File: src/rtl/bmf_adder_pkg.sv
// Shared definitions for the segmented approximate adder pipeline.
//   DEF_*        : default parameter values for bmf_adder_pipe
//   calc_nseg    : number of segments (and pipeline stages) for a given width
//   stage_ctl_t  : per-stage control record (valid, chain carries, error flag)
package bmf_adder_pkg;

    localparam int unsigned DEF_WIDTH = 32;
    localparam int unsigned DEF_SEG   = 8;
    localparam int unsigned DEF_CW    = 16;

    // WIDTH is expected to be an exact multiple of SEG
    function automatic int unsigned calc_nseg(input int unsigned width, input int unsigned seg);
        return width / seg;
    endfunction

    // Stage record; mode and partial sum are parameter-sized, so they are
    // carried in per-stage arrays alongside this record.
    typedef struct packed {
        logic valid;     // stage holds a live beat
        logic carry;     // carry-out of the (possibly cut) chain
        logic ex_carry;  // carry-out of the exact shadow chain
        logic err;       // some segment so far took a carry-in different from exact
    } stage_ctl_t;

endpackage

File: src/rtl/bmf_adder_seg.sv
// One SEG-bit segment of the approximate adder (purely combinational).
//   a, b      : segment operand slices
//   approx    : 1 cuts the carry-in to zero
//   cin       : carry from the previous segment's approximate chain
//   ex_cin    : carry from the previous segment's exact shadow chain
//   sum_c     : segment sum using the effective carry-in
//   cout_c    : carry-out of the approximate chain
//   ex_cout_c : carry-out of the exact shadow chain
//   diff_c    : effective carry-in differs from exact one (segment sum is wrong)
module bmf_adder_seg #(
    parameter int unsigned SEG = 8
) (
    input  logic [SEG-1:0] a,
    input  logic [SEG-1:0] b,
    input  logic           approx,
    input  logic           cin,
    input  logic           ex_cin,
    output logic [SEG-1:0] sum_c,
    output logic           cout_c,
    output logic           ex_cout_c,
    output logic           diff_c
);

    logic           cin_eff;
    logic [SEG:0]   raw;

    // A carry-in of 1 only ripples out when a+b is all ones in the low SEG bits,
    // so one a+b serves both chains.
    always_comb begin
        cin_eff   = cin & ~approx;
        raw       = {1'b0, a} + {1'b0, b};
        sum_c     = raw[SEG-1:0] + SEG'(cin_eff);
        cout_c    = raw[SEG] | (cin_eff & (&raw[SEG-1:0]));
        ex_cout_c = raw[SEG] | (ex_cin & (&raw[SEG-1:0]));
        diff_c    = cin_eff ^ ex_cin;
    end

endmodule

File: src/rtl/bmf_adder_pipe.sv
// Segmented approximate adder, one pipeline stage per SEG-bit segment.
//   clk, rst_n           : clock, synchronous active-low reset
//   in_valid/in_ready    : operand handshake (in_ready = global advance)
//   in_a, in_b, in_cin   : operands and carry-in
//   in_mode              : per-segment carry-cut enable, travels with its beat
//   out_valid/out_ready  : result handshake
//   out_sum, out_cout    : approximate sum and top carry-out
//   out_err              : result differs from exact a+b+cin
//   clr_stats            : synchronous clear of the statistics counters
//   tot_cnt, err_cnt     : delivered / erroneous-delivered result counts (saturating)
module bmf_adder_pipe
    import bmf_adder_pkg::*;
#(
    parameter  int unsigned WIDTH = DEF_WIDTH,
    parameter  int unsigned SEG   = DEF_SEG,
    parameter  int unsigned CW    = DEF_CW,
    localparam int unsigned NSEG  = calc_nseg(WIDTH, SEG)
) (
    input  logic             clk,
    input  logic             rst_n,
    input  logic             in_valid,
    output logic             in_ready,
    input  logic [WIDTH-1:0] in_a,
    input  logic [WIDTH-1:0] in_b,
    input  logic             in_cin,
    input  logic [NSEG-1:0]  in_mode,
    output logic             out_valid,
    input  logic             out_ready,
    output logic [WIDTH-1:0] out_sum,
    output logic             out_cout,
    output logic             out_err,
    input  logic             clr_stats,
    output logic [CW-1:0]    tot_cnt,
    output logic [CW-1:0]    err_cnt
);

    logic [WIDTH-1:0] a_q    [NSEG];
    logic [WIDTH-1:0] a_d    [NSEG];
    logic [WIDTH-1:0] b_q    [NSEG];
    logic [WIDTH-1:0] b_d    [NSEG];
    logic [WIDTH-1:0] sum_q  [NSEG];
    logic [WIDTH-1:0] sum_d  [NSEG];
    logic [NSEG-1:0]  mode_q [NSEG];
    logic [NSEG-1:0]  mode_d [NSEG];
    stage_ctl_t       ctl_q  [NSEG];
    stage_ctl_t       ctl_d  [NSEG];

    // Stage inputs: stage 0 from the ports, stage i from stage i-1
    logic [WIDTH-1:0] src_a    [NSEG];
    logic [WIDTH-1:0] src_b    [NSEG];
    logic [WIDTH-1:0] src_sum  [NSEG];
    logic [NSEG-1:0]  src_mode [NSEG];
    stage_ctl_t       src_ctl  [NSEG];

    logic [SEG-1:0]   seg_sum     [NSEG];
    logic             seg_cout    [NSEG];
    logic             seg_ex_cout [NSEG];
    logic             seg_diff    [NSEG];

    logic             advance;
    logic             out_xfer;
    logic [CW-1:0]    tot_cnt_q, tot_cnt_d;
    logic [CW-1:0]    err_cnt_q, err_cnt_d;

    // Stage input selection
    always_comb begin
        src_a[0]    = in_a;
        src_b[0]    = in_b;
        src_sum[0]  = '0;
        src_mode[0] = in_mode;
        src_ctl[0]  = '{valid: in_valid, carry: in_cin, ex_carry: in_cin, err: 1'b0};
        for (int i = 1; i < NSEG; i++) begin
            src_a[i]    = a_q[i-1];
            src_b[i]    = b_q[i-1];
            src_sum[i]  = sum_q[i-1];
            src_mode[i] = mode_q[i-1];
            src_ctl[i]  = ctl_q[i-1];
        end
    end

    for (genvar i = 0; i < NSEG; i++) begin : g_seg
        bmf_adder_seg #(.SEG(SEG)) u_seg (
            .a         (src_a[i][i*SEG +: SEG]),
            .b         (src_b[i][i*SEG +: SEG]),
            .approx    (src_mode[i][i]),
            .cin       (src_ctl[i].carry),
            .ex_cin    (src_ctl[i].ex_carry),
            .sum_c     (seg_sum[i]),
            .cout_c    (seg_cout[i]),
            .ex_cout_c (seg_ex_cout[i]),
            .diff_c    (seg_diff[i])
        );
    end

    // Whole pipe moves together; it freezes only when the output is held
    always_comb begin
        advance = out_ready | ~ctl_q[NSEG-1].valid;
        for (int i = 0; i < NSEG; i++) begin
            a_d[i]    = a_q[i];
            b_d[i]    = b_q[i];
            sum_d[i]  = sum_q[i];
            mode_d[i] = mode_q[i];
            ctl_d[i]  = ctl_q[i];
            if (advance) begin
                a_d[i]    = src_a[i];
                b_d[i]    = src_b[i];
                mode_d[i] = src_mode[i];
                sum_d[i]  = src_sum[i];
                sum_d[i][i*SEG +: SEG] = seg_sum[i];
                ctl_d[i]  = '{valid:    src_ctl[i].valid,
                              carry:    seg_cout[i],
                              ex_carry: seg_ex_cout[i],
                              err:      src_ctl[i].err | seg_diff[i]};
            end
        end
    end

    // Saturating statistics; clear takes priority over a same-cycle increment
    always_comb begin
        out_xfer  = ctl_q[NSEG-1].valid & out_ready;
        tot_cnt_d = tot_cnt_q;
        err_cnt_d = err_cnt_q;
        if (clr_stats) begin
            tot_cnt_d = '0;
            err_cnt_d = '0;
        end else if (out_xfer) begin
            if (tot_cnt_q != '1) begin
                tot_cnt_d = tot_cnt_q + CW'(1);
            end
            if (ctl_q[NSEG-1].err && (err_cnt_q != '1)) begin
                err_cnt_d = err_cnt_q + CW'(1);
            end
        end
    end

    // Control state: valid bits and counters are reset
    always_ff @(posedge clk) begin
        if (!rst_n) begin
            for (int i = 0; i < NSEG; i++) begin
                ctl_q[i] <= '0;
            end
            tot_cnt_q <= '0;
            err_cnt_q <= '0;
        end else begin
            for (int i = 0; i < NSEG; i++) begin
                ctl_q[i] <= ctl_d[i];
            end
            tot_cnt_q <= tot_cnt_d;
            err_cnt_q <= err_cnt_d;
        end
    end

    // Datapath registers carry no reset
    always_ff @(posedge clk) begin
        for (int i = 0; i < NSEG; i++) begin
            a_q[i]    <= a_d[i];
            b_q[i]    <= b_d[i];
            sum_q[i]  <= sum_d[i];
            mode_q[i] <= mode_d[i];
        end
    end

    assign in_ready  = advance;
    assign out_valid = ctl_q[NSEG-1].valid;
    assign out_sum   = sum_q[NSEG-1];
    assign out_cout  = ctl_q[NSEG-1].carry;
    assign out_err   = ctl_q[NSEG-1].err;
    assign tot_cnt   = tot_cnt_q;
    assign err_cnt   = err_cnt_q;

endmodule

File: config.mk
export PLATFORM = sky130hd
export DESIGN_NAME = bmf_adder_pipe
export DESIGN_NICKNAME = d
export VERILOG_FILES = /design/src/rtl/bmf_adder_pkg.sv /design/src/rtl/bmf_adder_seg.sv /design/src/rtl/bmf_adder_pipe.sv
export SDC_FILE = /design/constraint.sdc
export NUM_CORES = 1
export LEC_CHECK = 0
export CAP_MARGIN = 5
export CELL_PAD_IN_SITES_DETAIL_PLACEMENT = 2
export CELL_PAD_IN_SITES_GLOBAL_PLACEMENT = 2
export CORE_MARGIN = 2
export CORE_UTILIZATION = 38
export DETAILED_ROUTE_END_ITERATION = 8
export PLACE_DENSITY = 0.89
export SLEW_MARGIN = 20
export SYNTH_ARGS = -nofsm -noshare
export SYNTH_HDL_FRONTEND = slang
export SYNTH_SLANG_ARGS = --single-unit
File: constraint.sdc
create_clock -name clk -period 10.4 [get_ports clk]
set_input_delay 1.56 -clock clk [delete_from_list [all_inputs] [get_ports clk]]
set_output_delay 1.56 -clock clk [all_outputs]
set_load 0.01 [all_outputs]
==> results of run 1 <==
-- worst min path at each step --
stage | slack (ns) | cells after the start | startpoint | to
after floorplan | 0.40 | 0 | a_q[0][16] | a_q[1][16]
after CTS | 0.42 | 0 | b_q[0][31] | b_q[1][31]
after global routing | 0.42 | 0 | a_q[0][30] | a_q[1][30]
after global placement | 0.40 | 0 | sum_q[1][14] | sum_q[2][14]
after detailed placement | 0.41 | 0 | sum_q[1][13] | sum_q[2][13]
final | 0.42 | 0 | b_q[0][31] | b_q[1][31]
-- power breakdown --
group | leakage (nW) | internal (mW) | switching [mW]
clock | 0.439 | 0.608 | 0.374
combinational | 1.68 | 0.145 | 0.157
sequential | 2.30 | 1.11 | 0.0429
total | 4.41 | 1.86 | 0.574
-- per-stage QoR --
stage                     instance area (um^2)  power (mW)  util [%]  instances  hold slack, ns
final                                    12200        2.44      50.0       1177           0.417
after global routing                     12200        2.53      50.0       1177           0.424
after CTS                                12200        2.47      50.0       1177           0.417
after detailed placement                 11300        1.47      46.2       1129           0.405
after global placement                   11300        1.43      46.2       1129           0.401
after floorplan                           9470        1.30         -        674           0.400
-- cells by family after synthesis --
family | Yosys count
and+or+nand+nor | 179
muxes | 2
xor gates and xnor gates | 64
AOI/OAI and AO/OA | 120
buffers and inverters | 34
DFF | 229
adders and majority gates | 46
-- layout make-up --
type | count | area (um^2) | area share [%]
clock buffers | 28 | 658 | 5.40
clock inverters | 20 | 269 | 2.21
flip-flops and latches | 229 | 6410 | 52.6
repair buffers | 144 | 1430 | 11.8
inverters | 21 | 86.3 | 0.708
multi-input cells | 411 | 2930 | 24.0
well taps | 324 | 405 | 3.33
-- synthesized netlist by cell type (all sizes together), types with 8 or more instances --
cell type and count:
dfxtp 47, nor3 15, a211oi 8, clkbuf 11
nor2 46, nand2 28, and3 11, ha 42
a21oi 25, xor2 26, o21ai 30, inv 21
nand3 21, o21a 12, edfxtp 182, xnor2 38
nand4 13
-- flip-flops by register name, indices dropped and copies added, names as in the netlist --
signal	count
b_q	48
a_q	48
ctl_q	15
err_cnt	16
sum_q	80
mode_q	6
tot_cnt	16
-- metal layers --
| metal | share of wire [%] | routed length [um] | track usage, % | vias to the layer above |
|---|---|---|---|---|
| met1 | 38 | 9750 | 22.0 | 3090 |
| met4 | 3.0 | 750 | 6.28 | 0 |
| met3 | 4.8 | 1220 | 3.98 | 46 |
| met2 | 54 | 13600 | 37.1 | 168 |
| li1 | - | - | - | 2873 |
| met5 | 0 | 0 | 0 | - |
-- critical path, stage by stage --
cell and delay, ns:
sky130_fd_sc_hd__clkdlybuf4s50_1 0.48, sky130_fd_sc_hd__nor2b_2 0.65, sky130_fd_sc_hd__inv_8 0.33, sky130_fd_sc_hd__clkdlybuf4s50_1 0.61
-- layout by cell type, fill, tap and decap left out, drive strengths merged, types with 7 or more instances in the layout --
master         Yosys  layout
xnor2             38      38
a21oi             25      25
o21a              12      12
nand3             21      21
dfxtp             47      47
clkbuf            11      28
nor2              46      46
nor3              15      15
xor2              26      26
ha                42      42
and4               7       7
nor2b              7       7
clkdlybuf4s50      0     141
clkinv             0       9
and3              11      11
a21o               7       7
edfxtp           182     182
nand4             13      13
nand2             28      28
o211ai             7       7
o21ai             30      30
a211oi             8       8
inv               21      22
==> run summary, run 1 <==
The flow ran to the end, and the final reports show no timing, DRC or antenna violations. The number of gates resized after CTS is 0, and the relative slew slack is 36.3%. The synthesized netlist devotes 8.60% of its cell area to compound gates. Of the post-synthesis cell area, the part taken by muxes is 0.211%. Simple-gate share of the synthesized area: 9.81%.

The setup path with the least slack is of type in -> out. The number of hold-repair buffers added at the cts stage was 0; the final net count was 953. After synthesis the netlist holds a flip-flop and latch count of 229. The detailed placement HPWL is 18,000 um. The tools report the reg-to-reg endpoint as ctl_q[0][1].

Die footprint: 0.0262 mm^2. The run gives 0.00947 mm^2 as the cell area after synthesis. Max-cap violations in this run came to 0. Entering global routing, the biggest net connects 75 pins. The run gives 0.0244 mm^2 as the area of the core. Combinational family with the most area after synthesis: simple AND/OR/NAND/NOR gates.

The number of enable-type register cells in the synthesized netlist came out at 182. The run gives 0 as the final hold violation count. The total global-route track usage was 19.6%; the antenna diode instance count was 0. In the routed layout, each cell is associated on average with a via count of 5.25. The type of element launching the critical path is an input pin. The clock period could shrink to 5.23 ns. The tools report the type of destination of the critical path as an output pin.

The average cell area after synthesis works out to 14.0 um^2. The clock latency on the worst-skew pair is 0.53 ns. The end of the critical path was in_ready. Power spread over the standard cell area amounts to 200 mW/mm^2.

The tools report the total wirelength of the detailed-routed design as 25,300 um. The first global-routing pass estimated 39,800 um of wire. The die width came out at 162 um. The root buffer cell chosen for the clock tree is sky130_fd_sc_hd__clkbuf_16. The synthesized design spends more area on one cell type than any other, namely sky130_fd_sc_hd__edfxtp_1.

The post-route DRC violation count is 0. The most used flip-flop cell after synthesis is sky130_fd_sc_hd__edfxtp_1. For the buffer depth of the longest clock path, the log shows 3.

Timing analysis after detailed placement gives a worst setup slack of 5.13 ns. The number of nets in the synthesized netlist is 794. The final number of setup-violating endpoints was 0.

Of the post-synthesis cell area, the dominant cell type holds 57.7%. The post-route netlist has 6.10% of its cells at a drive strength greater than 1. The tools report the required time of the critical path as 8.84 ns. At the worst endpoint, the arrival time is 3.67 ns. Across the routed clock network, the largest skew measured is 0.0198 ns. After global routing the overflow that remains totals 0.

The maximum ir drop on the vdd rail is 0.000138 V, and the first-iteration detailed-routing DRC count is 230. The final max-slew violation count is 0. The routed via count is 6,177. The final critical path takes up 50.3% of the cycle.

TritonCTS created 26 clock buffers. The H-tree level count is 1, and the count of input and output buffers is 141. The number of global-route vias before repair is 6,961, and the number of placed I/O pins is 142. The final setup slack of the worst path was 5.17 ns; the number of antenna violations at the first check in global routing was 0.

The worst hold path belongs to the class reg -> reg. The number of nets with antenna violations after detailed routing came out at 0. The startpoint identified for the worst register-to-register timing path is ctl_q[3][3]. After detailed routing, the average wire length per cell comes to 21.5 um. Routability-driven placement finished with a final weighted congestion of 0.794. Vertical extent of the die: 162 um. The clock input transition at the sequential cells of the worst setup and hold paths works out to 0.06 ns. Synthesis produced 674 cells.

The number of clock sinks is 229. The floorplan has 57 rows. Worst-margin pin slew: 0.956 ns. The pre-antenna-repair detailed-routing pass consisted of 4 iterations. Yosys printed 0 warnings. After synthesis, the share of flip-flops with an asynchronous set or reset is 0%. The run gives 0.191 GHz as the upper clock frequency limit.

For the number of setup buffers added after CTS, the log shows 0. The most critical setup path has its startpoint at out_ready. The number of cells on the worst reg-to-reg path is 6. From synthesis to final layout, the design area changed by 28.8%. Setup total negative slack on the finished layout was measured at 0 ns. The analysis attributes to cell leakage a power of 4.41 nW. The layout has 2,356 filler cells. The tools report the proportion of synthesized chip area in sequential cells as 67.7%.

TritonCTS built the clock tree. Along the worst path, the maximum fanout reaches 66. For this configuration, the core starts out at a cell density of 38.8%. By area the synthesized netlist is led by sky130_fd_sc_hd__edfxtp_1 58%, sky130_fd_sc_hd__dfxtp_1 9.9%, sky130_fd_sc_hd__ha_1 5.6%, sky130_fd_sc_hd__xnor2_1 3.5%, sky130_fd_sc_hd__xor2_1 2.4%. The xor and xnor fraction of the mapped netlist area is 5.92%. Setup repair after global routing left no endpoint under its margin. The post-synthesis adder-cell area fraction was 6.40%; the number of unique standard cell types used by synthesis was 59. The run gives 7.10 ns as the slack of the worst reg-to-reg path.
No activity file was read; power rests on OpenSTA's default activity.
==> run 2, diff against run 1 <==
==> constraint.sdc (replaced) <==
create_clock -name clk -period 4.95 [get_ports clk]
set_input_delay 0.7425 -clock clk [delete_from_list [all_inputs] [get_ports clk]]
set_output_delay 0.7425 -clock clk [all_outputs]
set_load 0.01 [all_outputs]
==> run 2 against run 1 <==
Net effect: first-iteration DRC count up 89%; worst hold slack about the same; largest power group unchanged; count of clock-buffer cells in the layout up 7; sequential power up 110%; register-to-register slack worse by 5.2 ns.
==> run summary, run 2 (synthesized netlist as in run 1, its figures left out) <==
The clock input transition at the sequential cells of the worst setup and hold paths is 0.06 ns (about the same). Walking the worst path, the cells encountered are clkdlybuf4s50_1 -> nor2b_2 -> buf_4 -> inv_8 -> clkdlybuf4s50_1. The post-route DRC violation count is 0 (unchanged), and the antenna diode instance count is 0 (unchanged). STA classifies the critical path endpoint as an output pin.

The worst hold path terminates at sum_q[3][4]. The worst register-to-register path ends at ctl_q[1][2]. The count of input and output buffers was 141 (unchanged); the final setup slack of the worst path was 1.39 ns (-3.78 ns). The global-route wire length before repair was 38,600 um (-3.0%); the area of combinational cells with multiple inputs was 0.00293 mm^2 (unchanged). Broken down by cell family, the worst path's largest delay share belongs to buffers and inverters. The number of placed I/O pins is 142 (unchanged), and the number of antenna violations at the first check in global routing is 0 (unchanged). Number of optimization iterations in the first detailed-route pass: 4 (unchanged).

For the static leakage, the log shows 4.37 nW (-0.96%). The run finished with clean final reports. TritonCTS built the clock tree. The tools report the launch instance of the worst min-delay path as sum_q[2][4].

The setup slack after placement is 1.16 ns (-3.97 ns), and the number of buffers and inverters on the critical path is 4 (+1). The startpoint-to-endpoint class of the critical path is in -> out. The final weighted congestion in routability-driven placement was 0.775 (-2.4%). The run gives 4.21 ns (-4.63 ns) as the required time of the critical path.

For this run, the top clock speed supported by timing is 0.281 GHz. The cell depth of the worst hold path was 0 (unchanged). The largest registers in the layout are sum_q (80), a_q (48), b_q (48). The final hold violation count is 0 (unchanged), and the clock skew after layout is 0.0187 ns (-0.00107 ns).

Setup repair after global routing left no endpoint under its margin. The vertical extent of the die is 162 um (unchanged), and the area used by sequential logic in the layout is 0.00641 mm^2 (unchanged). Worst reg2reg path depth: 8 (+2). Origin of the critical flop-to-flop path: b_q[0][8]. The library cells used most frequently in the layout, excluding fill and tap cells, are 182 x sky130_fd_sc_hd__edfxtp_1, 141 x sky130_fd_sc_hd__clkdlybuf4s50_1, 47 x sky130_fd_sc_hd__dfxtp_1. The number of fillers in the final layout was 2,354 (-0.085%); the relative area change from synthesis to final layout was 27.6%. The run gives 26 (unchanged) as the total CTS buffers. The worst slack on hold paths is 0.418 ns (+0.000317 ns), and the worst-margin pin slew is 0.936 ns (-0.0197 ns). The run gives 1.91 ns (-5.19 ns) as the slack of the worst reg-to-reg path. The number of global-route vias before repair is 6,954 (-0.10%), and the die width is 162 um (unchanged).

The H-tree level count was 1 (unchanged). The area after detailed placement came out at 0.0113 mm^2 (unchanged). The first-iteration detailed-routing DRC count was 434 (+89%); the setup TNS was 0 ns (unchanged). The final net count is 953 (unchanged). The part of the cycle the worst path needs came out at 72.0%.

The post-detailed-route wirelength per cell is 20.5 um (-4.7%), and the number of clock sinks is 229 (unchanged). The average via count per standard cell is 5.18 (-1.2%), and the placement row count is 57 (unchanged). The run gives 113 (+51%) as the maximum number of pins on one net before global-route repair. Buffer depth of the longest clock path: 3 (unchanged). The logs give 0 (unchanged) for the number of hold-repair buffers added at the cts stage and 0 (unchanged) for the number of max-cap violations. Fraction of layout instances using a drive strength above 1: 5.86% (-0.23 points). For the detailed placement HPWL, the log shows 17,500 um (-2.6%). Leaving out fill and tap cells, the most frequent cell in the layout is sky130_fd_sc_hd__edfxtp_1. Ranked by flip-flop count, first place goes to sum_q.

The root buffer cell chosen for the clock tree is sky130_fd_sc_hd__clkbuf_16. Total wirelength of the detailed-routed design: 24,200 um (-4.7%). The arrival time at the worst endpoint was 2.82 ns (-0.85 ns). The slowest stage of the critical path is the sky130_fd_sc_hd__clkdlybuf4s50_1 cell.

The routed via count came out at 6,101 (-1.2%). The final max-slew violation count is 0 (unchanged). The area of the core came out at 0.0244 mm^2 (unchanged).

The final number of setup-violating endpoints was 0 (unchanged). The die footprint is 0.0262 mm^2 (unchanged), and the number of gates resized after CTS is 0 (unchanged). The largest incremental delay on the critical path was 0.67 ns (+0.02 ns). The type of element launching the critical path was an input pin.

The type of the tightest min-delay check was reg -> reg. The clock latency on the worst-skew pair came out at 0.53 ns (about the same). The logs give 0 (unchanged) for the number of setup buffers added after CTS and 18.8% (-0.80 points) for the total global-route track usage. Post-route total power: 4.85 mW (+99%).

Among the stages of the critical path, the cell type that occurs most often is sky130_fd_sc_hd__clkdlybuf4s50_1. The maximum net fanout on the critical path was 112 (+70%); the maximum ir drop on the vdd rail was 0.000238 V (+73%). The cell area power density was 402 mW/mm^2 (+100%). The cell area after layout is 0.0121 mm^2 (-0.93%), and the flip-flop count of the largest register, all copies and words added is 80 (unchanged). The run gives 0 (unchanged) as the final global-route overflow total.

The relative slew slack came out at 37.4% (+1.1 points). The starting density of the core is 38.8% (unchanged), and the final critical path time including I/O delays and setup is 3.56 ns. The number of nets with antenna violations after detailed routing was 0 (unchanged).
-- run 2: changes by cell type in the layout (fill, tap and decap cells not counted), moves of 2 or more --
cell,before,now
sky130_fd_sc_hd__clkbuf_1,2,8
sky130_fd_sc_hd__bufinv_16,6,1
sky130_fd_sc_hd__clkinv_1,5,1
sky130_fd_sc_hd__clkinv_2,3,6
sky130_fd_sc_hd__clkinvlp_4,4,2
-- run 2: worst register-to-register path, cell delays in order, from the launching register on --
cell	delay, ns
sky130_fd_sc_hd__edfxtp_1	0.37
sky130_fd_sc_hd__ha_1	0.26
sky130_fd_sc_hd__fa_1	0.45
sky130_fd_sc_hd__a211oi_1	0.51
sky130_fd_sc_hd__o21ai_1	0.19
sky130_fd_sc_hd__a211oi_2	0.40
sky130_fd_sc_hd__nand4_1	0.20
sky130_fd_sc_hd__nor3b_1	0.36
sky130_fd_sc_hd__o221a_1	0.25
-- run 2: where the power goes --
part           internal [mW]  switching (mW)
clock network           1.04           0.774
logic                  0.302           0.313
registers               2.33          0.0848
total                   3.68            1.17
-- run 2: metrics by stage --
stage | util [%] | instances
global placement | 46.2 | 1129
global route | 49.5 | 1177
detailed placement | 46.2 | 1129
CTS | 49.5 | 1177
finish | 49.5 | 1177
floorplan | - | 674
-- run 2: area by class of cell --
| type | instances | area share [%] |
|---|---|---|
| Multi-Input combinational cell | 411 | 24.3 |
| Tap cell | 324 | 3.36 |
| Sequential cell | 229 | 53.0 |
| Clock buffer | 35 | 5.75 |
| Timing Repair Buffer | 144 | 11.9 |
| Clock inverter | 13 | 0.953 |
| Inverter | 21 | 0.715 |
-- run 2: layer usage --
layer  global-route usage (%)  up-vias  share of wire (%)
met5                        0        -                  0
met4                     4.42        0                2.0
met3                     4.11       31                5.0
met2                     35.2      143                 53
met1                     21.9     3059                 40
li1                         -     2868                  -
-- run 2: worst max path at each step --
stage,start,endpoint,slack [ns],cells past startpoint
after floorplan,out_ready,in_ready,0.94,3
after global placement,out_ready,in_ready,1.45,5
after detailed placement,out_ready,ctl_q[0][1],1.16,7
after CTS,out_ready,in_ready,1.36,5
after global routing,out_ready,in_ready,1.24,5
final,out_ready,in_ready,1.39,5
